### config.mk
export PLATFORM = sky130hd
export DESIGN_NAME = dispatch
export DESIGN_NICKNAME = d
export VERILOG_FILES = /design/src/rtl/ooo_types_pkg.sv /design/src/rtl/dispatch_skid_buf.sv /design/src/rtl/dispatch.sv
export SDC_FILE = /design/constraint.sdc
export NUM_CORES = 1
export LEC_CHECK = 0
export CORE_AREA = 2 2 265 267
export CTS_CLUSTER_SIZE = 8
export DETAILED_ROUTE_END_ITERATION = 10
export DIE_AREA = 0 0 267 269
export GPL_ROUTABILITY_DRIVEN = 0
export PLACE_DENSITY = 0.78
export SYNTH_ARGS = -nofsm -noshare
export SYNTH_HDL_FRONTEND = slang
export SYNTH_SLANG_ARGS = --single-unit
### constraint.sdc
create_clock -name clk -period 7.44 [get_ports clk]
set_clock_uncertainty 0.05 [all_clocks]
set_input_delay 1.488 -clock clk [delete_from_list [all_inputs] [get_ports clk]]
set_output_delay 1.488 -clock clk [all_outputs]
set_load 0.01 [all_outputs]
### src/rtl/ooo_types_pkg.sv
// ============================================================================
// Module      : ooo_types (package)
// Description : Shared types for the out-of-order core: renamed instruction
//               record, functional-unit encoding, register/ROB widths, and
//               the dispatch buffer entry layout.
// Revision    : 1.1 - NUM_PHYS_REGS, dispatch entry and routing helper added
// ============================================================================
`default_nettype none

package ooo_types;

    localparam int NUM_ARCH_REGS = 32;
    localparam int PHYS_REG_BITS = 7;
    localparam int NUM_PHYS_REGS = 2 ** PHYS_REG_BITS;
    localparam int ROB_BITS      = 5;
    localparam int CKPT_MAP_BITS = NUM_ARCH_REGS * PHYS_REG_BITS;

    // Functional-unit class carried by each renamed instruction. Encoding 3
    // is unassigned and is treated as an ALU operation downstream.
    typedef enum logic [1:0] {
        FU_ALU    = 2'd0,
        FU_MEM    = 2'd1,
        FU_BRANCH = 2'd2
    } fu_type_t;

    typedef struct packed {
        logic [31:0]              pc;
        fu_type_t                 fu_type;
        logic                     is_branch;
        logic                     reg_write;
        logic [PHYS_REG_BITS-1:0] prd;
        logic [PHYS_REG_BITS-1:0] prs1;
        logic [PHYS_REG_BITS-1:0] prs2;
        logic [ROB_BITS-1:0]      rob_tag;
    } renamed_instr_t;

    // Reservation station selected for the instruction at the dispatch head.
    typedef enum logic [1:0] {
        TGT_ALU = 2'd0,
        TGT_LSU = 2'd1,
        TGT_BR  = 2'd2
    } rs_tgt_t;

    // One dispatch buffer slot: the instruction plus its branch checkpoint.
    typedef struct packed {
        logic [CKPT_MAP_BITS-1:0] ckpt_map;
        logic [PHYS_REG_BITS-1:0] ckpt_fl_ptr;
        logic [ROB_BITS-1:0]      ckpt_rob_tag;
        renamed_instr_t           instr;
    } dispatch_entry_t;

    // Map a functional-unit class onto a reservation station; anything that
    // is not memory or branch goes to the ALU station.
    function automatic rs_tgt_t route_fu(input fu_type_t fu);
        rs_tgt_t tgt;
        case (fu)
            FU_MEM:    tgt = TGT_LSU;
            FU_BRANCH: tgt = TGT_BR;
            default:   tgt = TGT_ALU;
        endcase
        return tgt;
    endfunction

endpackage

`default_nettype wire

### src/rtl/dispatch_skid_buf.sv
// ============================================================================
// Module      : dispatch_skid_buf
// Description : Two-entry FIFO with a ready that depends only on its own
//               occupancy, decoupling rename from downstream backpressure.
// Revision    : 1.0 - initial release
// ============================================================================
`default_nettype none

module dispatch_skid_buf #(
    parameter int WIDTH = 8,
    parameter int DEPTH = 2
) (
    input  logic             clk,
    input  logic             rst_n,
    input  logic             flush_i,
    input  logic             push_i,
    input  logic             pop_i,
    input  logic [WIDTH-1:0] data_i,
    output logic             ready_o,
    output logic             valid_o,
    output logic [WIDTH-1:0] data_o
);

    // The 1-bit pointers below only address two slots.
    if (DEPTH != 2) begin : g_depth_check
        $error("dispatch_skid_buf supports DEPTH == 2 only");
    end

    logic [WIDTH-1:0] mem_q [2];
    logic             wr_ptr_q, wr_ptr_d;
    logic             rd_ptr_q, rd_ptr_d;
    logic [1:0]       count_q,  count_d;
    logic             w_push;
    logic             w_pop;

    // Ready and valid come straight from the occupancy register, so no
    // downstream ready can reach the upstream handshake combinationally.
    assign ready_o = (count_q != 2'd2);
    assign valid_o = (count_q != 2'd0);
    assign data_o  = mem_q[rd_ptr_q];

    // A flush swallows both the pop and any push arriving in the same cycle.
    assign w_push = push_i && ready_o && !flush_i;
    assign w_pop  = pop_i  && valid_o && !flush_i;

    // Next-state for pointers and occupancy.
    always_comb begin
        wr_ptr_d = wr_ptr_q;
        rd_ptr_d = rd_ptr_q;
        count_d  = count_q;
        if (flush_i) begin
            wr_ptr_d = 1'b0;
            rd_ptr_d = 1'b0;
            count_d  = 2'd0;
        end else begin
            if (w_push) begin
                wr_ptr_d = ~wr_ptr_q;
            end
            if (w_pop) begin
                rd_ptr_d = ~rd_ptr_q;
            end
            case ({w_push, w_pop})
                2'b10:   count_d = count_q + 2'd1;
                2'b01:   count_d = count_q - 2'd1;
                default: count_d = count_q;
            endcase
        end
    end

    // Occupancy and pointer registers.
    always_ff @(posedge clk or negedge rst_n) begin
        if (!rst_n) begin
            wr_ptr_q <= 1'b0;
            rd_ptr_q <= 1'b0;
            count_q  <= 2'd0;
        end else begin
            wr_ptr_q <= wr_ptr_d;
            rd_ptr_q <= rd_ptr_d;
            count_q  <= count_d;
        end
    end

    // Entry storage; a slot is only written on an accepted push.
    always_ff @(posedge clk or negedge rst_n) begin
        if (!rst_n) begin
            mem_q[0] <= '0;
            mem_q[1] <= '0;
        end else if (w_push) begin
            mem_q[wr_ptr_q] <= data_i;
        end
    end

endmodule

`default_nettype wire

### src/rtl/dispatch.sv
// ============================================================================
// Module      : dispatch
// Description : Post-rename dispatch stage. Buffers renamed instructions,
//               allocates them into the ROB, routes them to the ALU, LSU or
//               branch reservation station, and maintains the physical
//               register ready table that feeds operand-ready bits.
// Revision    : 1.0 - initial release
// ============================================================================
`default_nettype none

module dispatch
    import ooo_types::*;
#(
    parameter int NUM_PHYS_REGS = ooo_types::NUM_PHYS_REGS,
    parameter int BUF_DEPTH     = 2
) (
    input  logic                     clk,
    input  logic                     rst_n,

    // From rename
    input  logic                     in_valid,
    output logic                     in_ready,
    input  renamed_instr_t           in_instr,
    input  logic [CKPT_MAP_BITS-1:0] in_ckpt_map,
    input  logic [PHYS_REG_BITS-1:0] in_ckpt_fl_ptr,
    input  logic [ROB_BITS-1:0]      in_ckpt_rob_tag,

    // ROB allocation
    output logic                     rob_valid,
    input  logic                     rob_ready,
    output renamed_instr_t           rob_instr,
    output logic [CKPT_MAP_BITS-1:0] rob_ckpt_map,
    output logic [PHYS_REG_BITS-1:0] rob_ckpt_fl_ptr,
    output logic [ROB_BITS-1:0]      rob_ckpt_rob_tag,

    // Reservation stations
    output logic                     alu_rs_valid,
    input  logic                     alu_rs_ready,
    output logic                     lsu_rs_valid,
    input  logic                     lsu_rs_ready,
    output logic                     br_rs_valid,
    input  logic                     br_rs_ready,
    output renamed_instr_t           rs_instr,
    output logic                     rs_prs1_rdy,
    output logic                     rs_prs2_rdy,

    // Writeback and recovery
    input  logic                     wb_valid,
    input  logic [PHYS_REG_BITS-1:0] wb_prd,
    input  logic                     mispredict
);

    // The ready table is indexed directly by physical register numbers.
    if (NUM_PHYS_REGS != 2 ** PHYS_REG_BITS) begin : g_phys_regs_check
        $error("NUM_PHYS_REGS must equal 2**PHYS_REG_BITS");
    end

    dispatch_entry_t            w_in_entry;
    dispatch_entry_t            w_head;
    logic                       w_head_valid;
    rs_tgt_t                    w_tgt;
    logic                       w_tgt_ready;
    logic                       w_rs_req;
    logic                       w_fire;
    logic [NUM_PHYS_REGS-1:0]   rdy_q;
    logic [NUM_PHYS_REGS-1:0]   rdy_d;

    // ------------------------------------------------------------------
    // Skid buffer
    // ------------------------------------------------------------------
    assign w_in_entry.ckpt_map     = in_ckpt_map;
    assign w_in_entry.ckpt_fl_ptr  = in_ckpt_fl_ptr;
    assign w_in_entry.ckpt_rob_tag = in_ckpt_rob_tag;
    assign w_in_entry.instr        = in_instr;

    dispatch_skid_buf #(
        .WIDTH ($bits(dispatch_entry_t)),
        .DEPTH (BUF_DEPTH)
    ) u_skid_buf (
        .clk     (clk),
        .rst_n   (rst_n),
        .flush_i (mispredict),
        .push_i  (in_valid),
        .pop_i   (w_fire),
        .data_i  (w_in_entry),
        .ready_o (in_ready),
        .valid_o (w_head_valid),
        .data_o  (w_head)
    );

    // ------------------------------------------------------------------
    // Routing and handshake
    // ------------------------------------------------------------------
    assign w_tgt = route_fu(w_head.instr.fu_type);

    // Ready of whichever reservation station the head is bound for.
    always_comb begin
        w_tgt_ready = alu_rs_ready;
        case (w_tgt)
            TGT_LSU: w_tgt_ready = lsu_rs_ready;
            TGT_BR:  w_tgt_ready = br_rs_ready;
            default: w_tgt_ready = alu_rs_ready;
        endcase
    end

    // Each side's valid is qualified by the other side's ready, so the ROB
    // and the station only ever observe an accepted transfer together.
    assign w_fire    = w_head_valid && rob_ready && w_tgt_ready && !mispredict;
    assign rob_valid = w_head_valid && w_tgt_ready && !mispredict;
    assign w_rs_req  = w_head_valid && rob_ready && !mispredict;

    assign alu_rs_valid = w_rs_req && (w_tgt == TGT_ALU);
    assign lsu_rs_valid = w_rs_req && (w_tgt == TGT_LSU);
    assign br_rs_valid  = w_rs_req && (w_tgt == TGT_BR);

    // ------------------------------------------------------------------
    // Payload
    // ------------------------------------------------------------------
    assign rob_instr = w_head.instr;
    assign rs_instr  = w_head.instr;

    // Checkpoint fields are meaningless for non-branches; present zeros so
    // the ROB never latches stale map data.
    assign rob_ckpt_map     = w_head.instr.is_branch ? w_head.ckpt_map     : '0;
    assign rob_ckpt_fl_ptr  = w_head.instr.is_branch ? w_head.ckpt_fl_ptr  : '0;
    assign rob_ckpt_rob_tag = w_head.instr.is_branch ? w_head.ckpt_rob_tag : '0;

    // ------------------------------------------------------------------
    // Physical register ready table
    // ------------------------------------------------------------------
    // Clear on allocation, then set on writeback so a same-cycle writeback
    // to the same register wins; register 0 is permanently ready.
    always_comb begin
        rdy_d = rdy_q;
        if (w_fire && w_head.instr.reg_write && (w_head.instr.prd != '0)) begin
            rdy_d[w_head.instr.prd] = 1'b0;
        end
        if (wb_valid) begin
            rdy_d[wb_prd] = 1'b1;
        end
        rdy_d[0] = 1'b1;
    end

    // Ready table state; a flush leaves it untouched.
    always_ff @(posedge clk or negedge rst_n) begin
        if (!rst_n) begin
            rdy_q <= '1;
        end else begin
            rdy_q <= rdy_d;
        end
    end

    // Operand lookup with writeback bypass, covering heads stalled in the
    // buffer as well as ones dispatching this cycle.
    assign rs_prs1_rdy = rdy_q[w_head.instr.prs1] ||
                         (wb_valid && (wb_prd == w_head.instr.prs1));
    assign rs_prs2_rdy = rdy_q[w_head.instr.prs2] ||
                         (wb_valid && (wb_prd == w_head.instr.prs2));

endmodule

`default_nettype wire
Word-level counts from Yosys, hierarchy flattened
Index checks and enable logic that the tools add are counted.
{ "op_classes": {"n_addsub": 2, "n_lt_le_gt_ge": 9, "n_eq_ne": 9, "muxes": 27, "n_bitwise": 7, "n_reduce_logical": 29} }
{ "op_table": {"columns": ["operator", "count"], "rows": [
  ["2-to-1 mux 298 bit", 4],
  ["bitwise mux 596 bit", 1],
  ["demux 298 bit (select 1 bit)", 1],
  ["2-to-1 mux 128 bit", 2],
  ["2-to-1 mux 224 bit", 1],
  ["bitwise AND 128 bit", 1],
  ["inverter 128 bit", 1],
  ["bitwise OR 128 bit", 1],
  ["less-than comparator 7 x 8 -> 1 bit (second input constant)", 4],
  ["logical AND 1 bit", 20],
  ["binary-select mux 1 bit (select 7 bit)", 2],
  ["demux 1 bit (select 7 bit)", 2],
  ["== test 7 bit", 2],
  ["greater-or-equal comparator 7 x 1 -> 1 bit (second input constant)", 2],
  ["2-to-1 mux 1 bit", 8],
  ["case mux 2 bit (2 select lines)", 2],
  ["2-to-1 mux 7 bit", 1],
  ["nonzero test 7 bit", 1],
  ["== test 2 x 1 -> 1 bit (second input constant)", 3],
  ["== test 2 bit (second input constant)", 3],
  ["nonzero test 2 bit", 3],
  ["2-to-1 mux 5 bit", 1],
  ["greater-or-equal comparator 2 bit (second input constant)", 2],
  ["inverter 1 -> 2 bit", 2],
  ["other kinds (11)", 13]
]} }
{ "word_totals": {"reg_bits": 727, "input_bits": 314, "output_inout_bits": 367, "elab_cells": 89} }

Logic depth before layout (Yosys ltp)
{ "depth": {"word_depth": 15, "ltp_mapped": 16, "depth_no_buf": 10} }

Hierarchy
Synthesis repeated with hierarchy kept, for this count alone.
{ "unflattened": {"hier_cells": 2639, "hier_area_um2": 36661.4} }
{ "modules_own_cells": {"columns": ["mod", "instances", "cells_each", "area_each_um2", "seq_area_each_um2"], "rows": [
  ["dispatch_skid_buf", 1, 1614, 26933.3, 15014.4],
  ["dispatch", 1, 1025, 9728.1, 3337.0]
]} }

Worst setup path after synthesis
No wires, ideal clock.
{ "synth_timing": {"path_kind": "input -> output", "startpoint": "input wb_prd[0]", "endpoint": "output rs_prs2_rdy", "arrival_time_ns": 2.669, "setup_slack_ns": 3.233, "path_stages": 7, "path_buffers": 1, "path_cell_list": "clkbuf_1 xnor2_1 nor4_1 nand4_1 nand2_1 a311oi_1 a22oi_1"} }
{ "synth_via": {"elab_chain_cells": 3} }
{ "synth_lines": {"columns": ["item", "line", "rtl"], "rows": [
  ["from (decl)", "dispatch.sv:49", "input logic [PHYS_REG_BITS-1:0] wb_prd,"],
  ["== test 7 bit", "dispatch.sv:158", "(wb_valid && (wb_prd == w_head.instr.prs2));"],
  ["logical AND 1 bit", "dispatch.sv:158", null],
  ["logical OR 1 bit", "dispatch.sv:157", "assign rs_prs2_rdy = rdy_q[w_head.instr.prs2] ||"],
  ["to (decl)", "dispatch.sv:45", "output logic rs_prs2_rdy,"]
]} }
No other way between the ends.

Final worst setup path
{ "layout_timing": {"startpoint": "register u_skid_buf.rd_ptr_q", "endpoint": "output rs_prs1_rdy"} }
{ "layout_via": {"elab_chain_cells": 7} }
{ "layout_lines": {"columns": ["item", "line", "rtl"], "rows": [
  ["from (decl)", "dispatch_skid_buf.sv:31", "logic rd_ptr_q, rd_ptr_d;"],
  ["from (signal assigned)", "dispatch_skid_buf.sv:78", "rd_ptr_q <= rd_ptr_d;"],
  ["inverter 1 -> 2 bit (not written as such) (*)", "dispatch_skid_buf.sv:40", "assign data_o = mem_q[rd_ptr_q];"],
  ["2-to-1 mux 298 bit (not written as such) (*) (3 in series)", "dispatch_skid_buf.sv:40", null],
  ["binary-select mux 1 bit (select 7 bit) / == test 7 bit (equally long branches)", "dispatch.sv:155, dispatch.sv:156", null],
  ["2-to-1 mux 1 bit (not written as such) / logical AND 1 bit (equally long branches)", "dispatch.sv:155, dispatch.sv:156", null],
  ["logical OR 1 bit (*)", "dispatch.sv:155", "assign rs_prs1_rdy = rdy_q[w_head.instr.prs1] ||"],
  ["to (decl)", "dispatch.sv:44", "output logic rs_prs1_rdy,"]
]} }
Every way passes the cells marked *; elsewhere a longest branch is shown, timed or not. The select of a mux whose other input is x is not followed.

==> flow_summary.yaml <==
sta:
  worst_pin_slew_ns: 1.30
  slew_viol_final: 0
  min_period_over_period_pct: 81.6
  fmax_mhz: 165
  min_period_ns: 6.07
  setup-violations-final: 0
  hold_viol_final: 0
  fin_tns_setup_ns: 0
  slew_headroom_pct: 13.0
  rsz0062_at_grt: "false"
yosys:
  yosys.area.top_type: "dfrtp_1"
  synth_area_sq_um: 34700
  synth.avg_cell_area_sq_um: 12.2
  synth_compound_area_share_pct: 5.26
  yosysWarnings: 0
  synth_area_leaders: "dfrtp_1 43%, mux2_2 21%, dfstp_2 9.6%"
  synthXorXnorAreaFrac_pct: 0.429
  synth-edff-count: 0
  synthAdderAreaFrac_pct: 0.0721
  synthMuxAreaShare_pct: 30.5
  synth_seq_area_share_pct: 52.9
  ys_seq_elements: 727
  ys_types: 54
  synth_top_area_share_pct: 43.3
  synth_nets: 3160
  synth_ff_type: "dfrtp_1"
  synthArstFlopShare_pct: 100
  netlist_top_cells_count: "635 x mux2_2, 600 x dfrtp_1, 291 x mux2i_1, 266 x nor2_1, 256 x o21ai_0"
  syn_inst: 2844
  yosys.cell_count.top_type: "mux2_2"
  synth_top_family_by_area: "multiplexers"
  yosys.area_share.simple_pct: 6.64
floorplan:
  initial_core_util_pct: 50.1
  die_y_um: 269
  die-area_sq_um: 71800
  fp.dieW_um: 267
  pin_count: 681
  rows: 97
  coreArea_sq_um: 69300
run_status:
  status: "finished, final reports clean"
clocking:
  cts.reportedPaths.clkPinSlew_ns: 0.05
  ctsResizeCount: 0
  clkLatencyLatePin_ns: 0.67
  hold_buffers: 0
  root_buffer: "clkbuf_16"
  htreeDepth: 3
  cts.sinks: 727
  cts_buffer_depth: 3
  cts_tree: "built"
  post_cts_buffers: 0
  numCtsBuffers: 100
layout:
  fin_area_sq_um: 44500
  nets: 3738
  drive_gt1_share_pct: 27.2
  syn2layout_area_growth_pct: 28.1
critical_path:
  r2r_slack_ns: 2.48
  reg2regPathDepth: 9
  arrival_ns: 4.54
  worstPathRequired_ns: 5.90
  timing.rr.start: "u_skid_buf.rd_ptr_q"
  cp_max_fo: 34
  crit_path_end_kind: "primary output"
  path_cells: "mux2i_4 > buf_4 > inv_2 > nand2_1 > nand3_1 > a32o_1 > a221o_1 > a31oi_1 > a22oi_1 > clkdlybuf4s50_1"
  worst-setup-path-type: "flop to primary output"
  start_kind: "flop"
  slowest_delay_ns: 0.75
  cpMaxStageDelayCell: "mux2i_4"
  timing.rr.end: "rdy_q[7]"
grt:
  gr-usage-met1_pct: 34.2
  grt_max_degree: 178
  grt.total_usage_pct: 28.3
  met3_usage_pct: 9.14
  grt_pass1_vias: 25900
  grt_pass1_wl_um: 156000
  grt_overflow: 0
  grt.busiest_layer: "met2"
  grtUsageMet2_pct: 46.3
  antenna_found_initial: 29
pwr:
  powerDensity_nw_per_um2: 361
  peakVddDrop_v: 0.000223
  power_leakage_uw: 0.0175
min_path:
  min_delay_worst_endpoint: "u_skid_buf.mem_q[35]"
  hp-start: "u_skid_buf.mem_q[35]"
  min_path_cells: 1
  hp-class: "flop to flop"
job:
  maxCapViolations: 0
detailed_routing:
  via_per_inst: 5.79
  vias: 25500
  firstDrtPassIters: 7
  dr.first_iter.drc_count: 2182
  wirelength_um: 105000
  drc: 0
  ant_nets: 0
  wire_per_inst_um: 23.8
placed_design:
  dpl_cell_area_sq_um: 41700
  place_hpwl_um: 71500
  io_buffer_count: 680
## report_power, final
group / leakage (uW) / internal (uW) / switching [uW] / total, uW
registers: 0.00843 / 5330 / 788 / 6120
clock network: 0.00132 / 2400 / 1680 / 4080
logic: 0.00779 / 3090 / 2750 / 5840
## kinds of logic after synthesis
group / count (synthesis)
xor+xnor: 17
flops: 727
mux: 951
buf+inv: 261
simple gates: 561
compound gates: 325
fa+ha+maj: 2
## per-layer routing
| layer | up-vias | part of all wire, % |
|---|---|---|
| met5 | - | 0.17 |
| met4 | 26 | 5.1 |
| met3 | 396 | 8.9 |
| met2 | 1183 | 48 |
| met1 | 12700 | 38 |
| li1 | 11100 | - |
## worst max-delay path: cells and delay by family, from the launching register on
family,cells,cell delay (ns)
compound gates,4,0.95
simple gates,2,0.24
flops,1,0.72
buf+inv,3,1.21
mux,1,0.75
## state kept, by name, indices dropped and copies added, names as in the netlist
name	flops
rdy_q	127
u_skid_buf.rd_ptr_q	1
u_skid_buf.wr_ptr_q	1
u_skid_buf.count_q	2
u_skid_buf.mem_q	596
## placed cells by master, fill, tap and decap left out, types with 4 or more instances in the layout
master	n
clkdlybuf4s50_1	679
mux2_2	635
dfrtp_1	599
mux2i_1	290
nor2_1	266
o21ai_0	256
nand2_1	181
dfstp_2	127
clkbuf_16	100
nand3_1	65
buf_4	22
inv_1	21
diode_2	17
a32oi_1	15
clkbuf_1	14
xnor2_1	13
nand4_1	12
mux4_2	11
a31oi_1	10
nor2b_1	9
nand2b_1	8
buf_12	8
mux2i_4	6
inv_2	6
a22oi_1	5
a21oi_1	5
nor3_1	5
mux4_1	5
and3_1	4
o31ai_1	4
mux2i_2	4
o32ai_1	4
o22ai_1	4
o211ai_1	4
xor2_1	4
clkinv_16	4
## area by class of cell
class	count	area, sq um
antenna	17	42.5
clock buffer	114	2550
clock inverter	7	173
fill	5307	24800
inverter	27	101
multi-input combinational	1856	14900
sequential	727	18400
tap	940	1180
timing repair buffer	710	7140
## how the worst max path moves through the flow
stage / from / end / cells past startpoint
after floorplan: wb_prd[0] / rs_prs2_rdy / 7
after global placement: wb_prd[4] / rs_prs2_rdy / 8
after detailed placement: wb_prd[2] / rs_prs1_rdy / 8
after CTS: u_skid_buf.rd_ptr_q / rob_ckpt_map[77] / 6
after global routing: u_skid_buf.rd_ptr_q / rob_ckpt_map[42] / 6
final: u_skid_buf.rd_ptr_q / rs_prs1_rdy / 10
## through the flow
step | hold WS (ns) | worst slack [ns] | util, % | instances | power, uW
4_1_cts | 0.449 | 1.34 | 64.1 | 4381 | 16100
3_3_place_gp | 0.431 | 2.09 | 60.2 | 4260 | 11800
5_1_grt | 0.461 | 1.18 | 64.2 | 4393 | 16800
6_report | 0.449 | 1.37 | 64.2 | 4398 | 16000
3_5_place_dp | 0.438 | 2.08 | 60.2 | 4260 | 11900
2_1_floorplan | 0.420 | 3.23 | - | 2844 | 9350
Note: power is estimated with default switching activity, not from simulation.
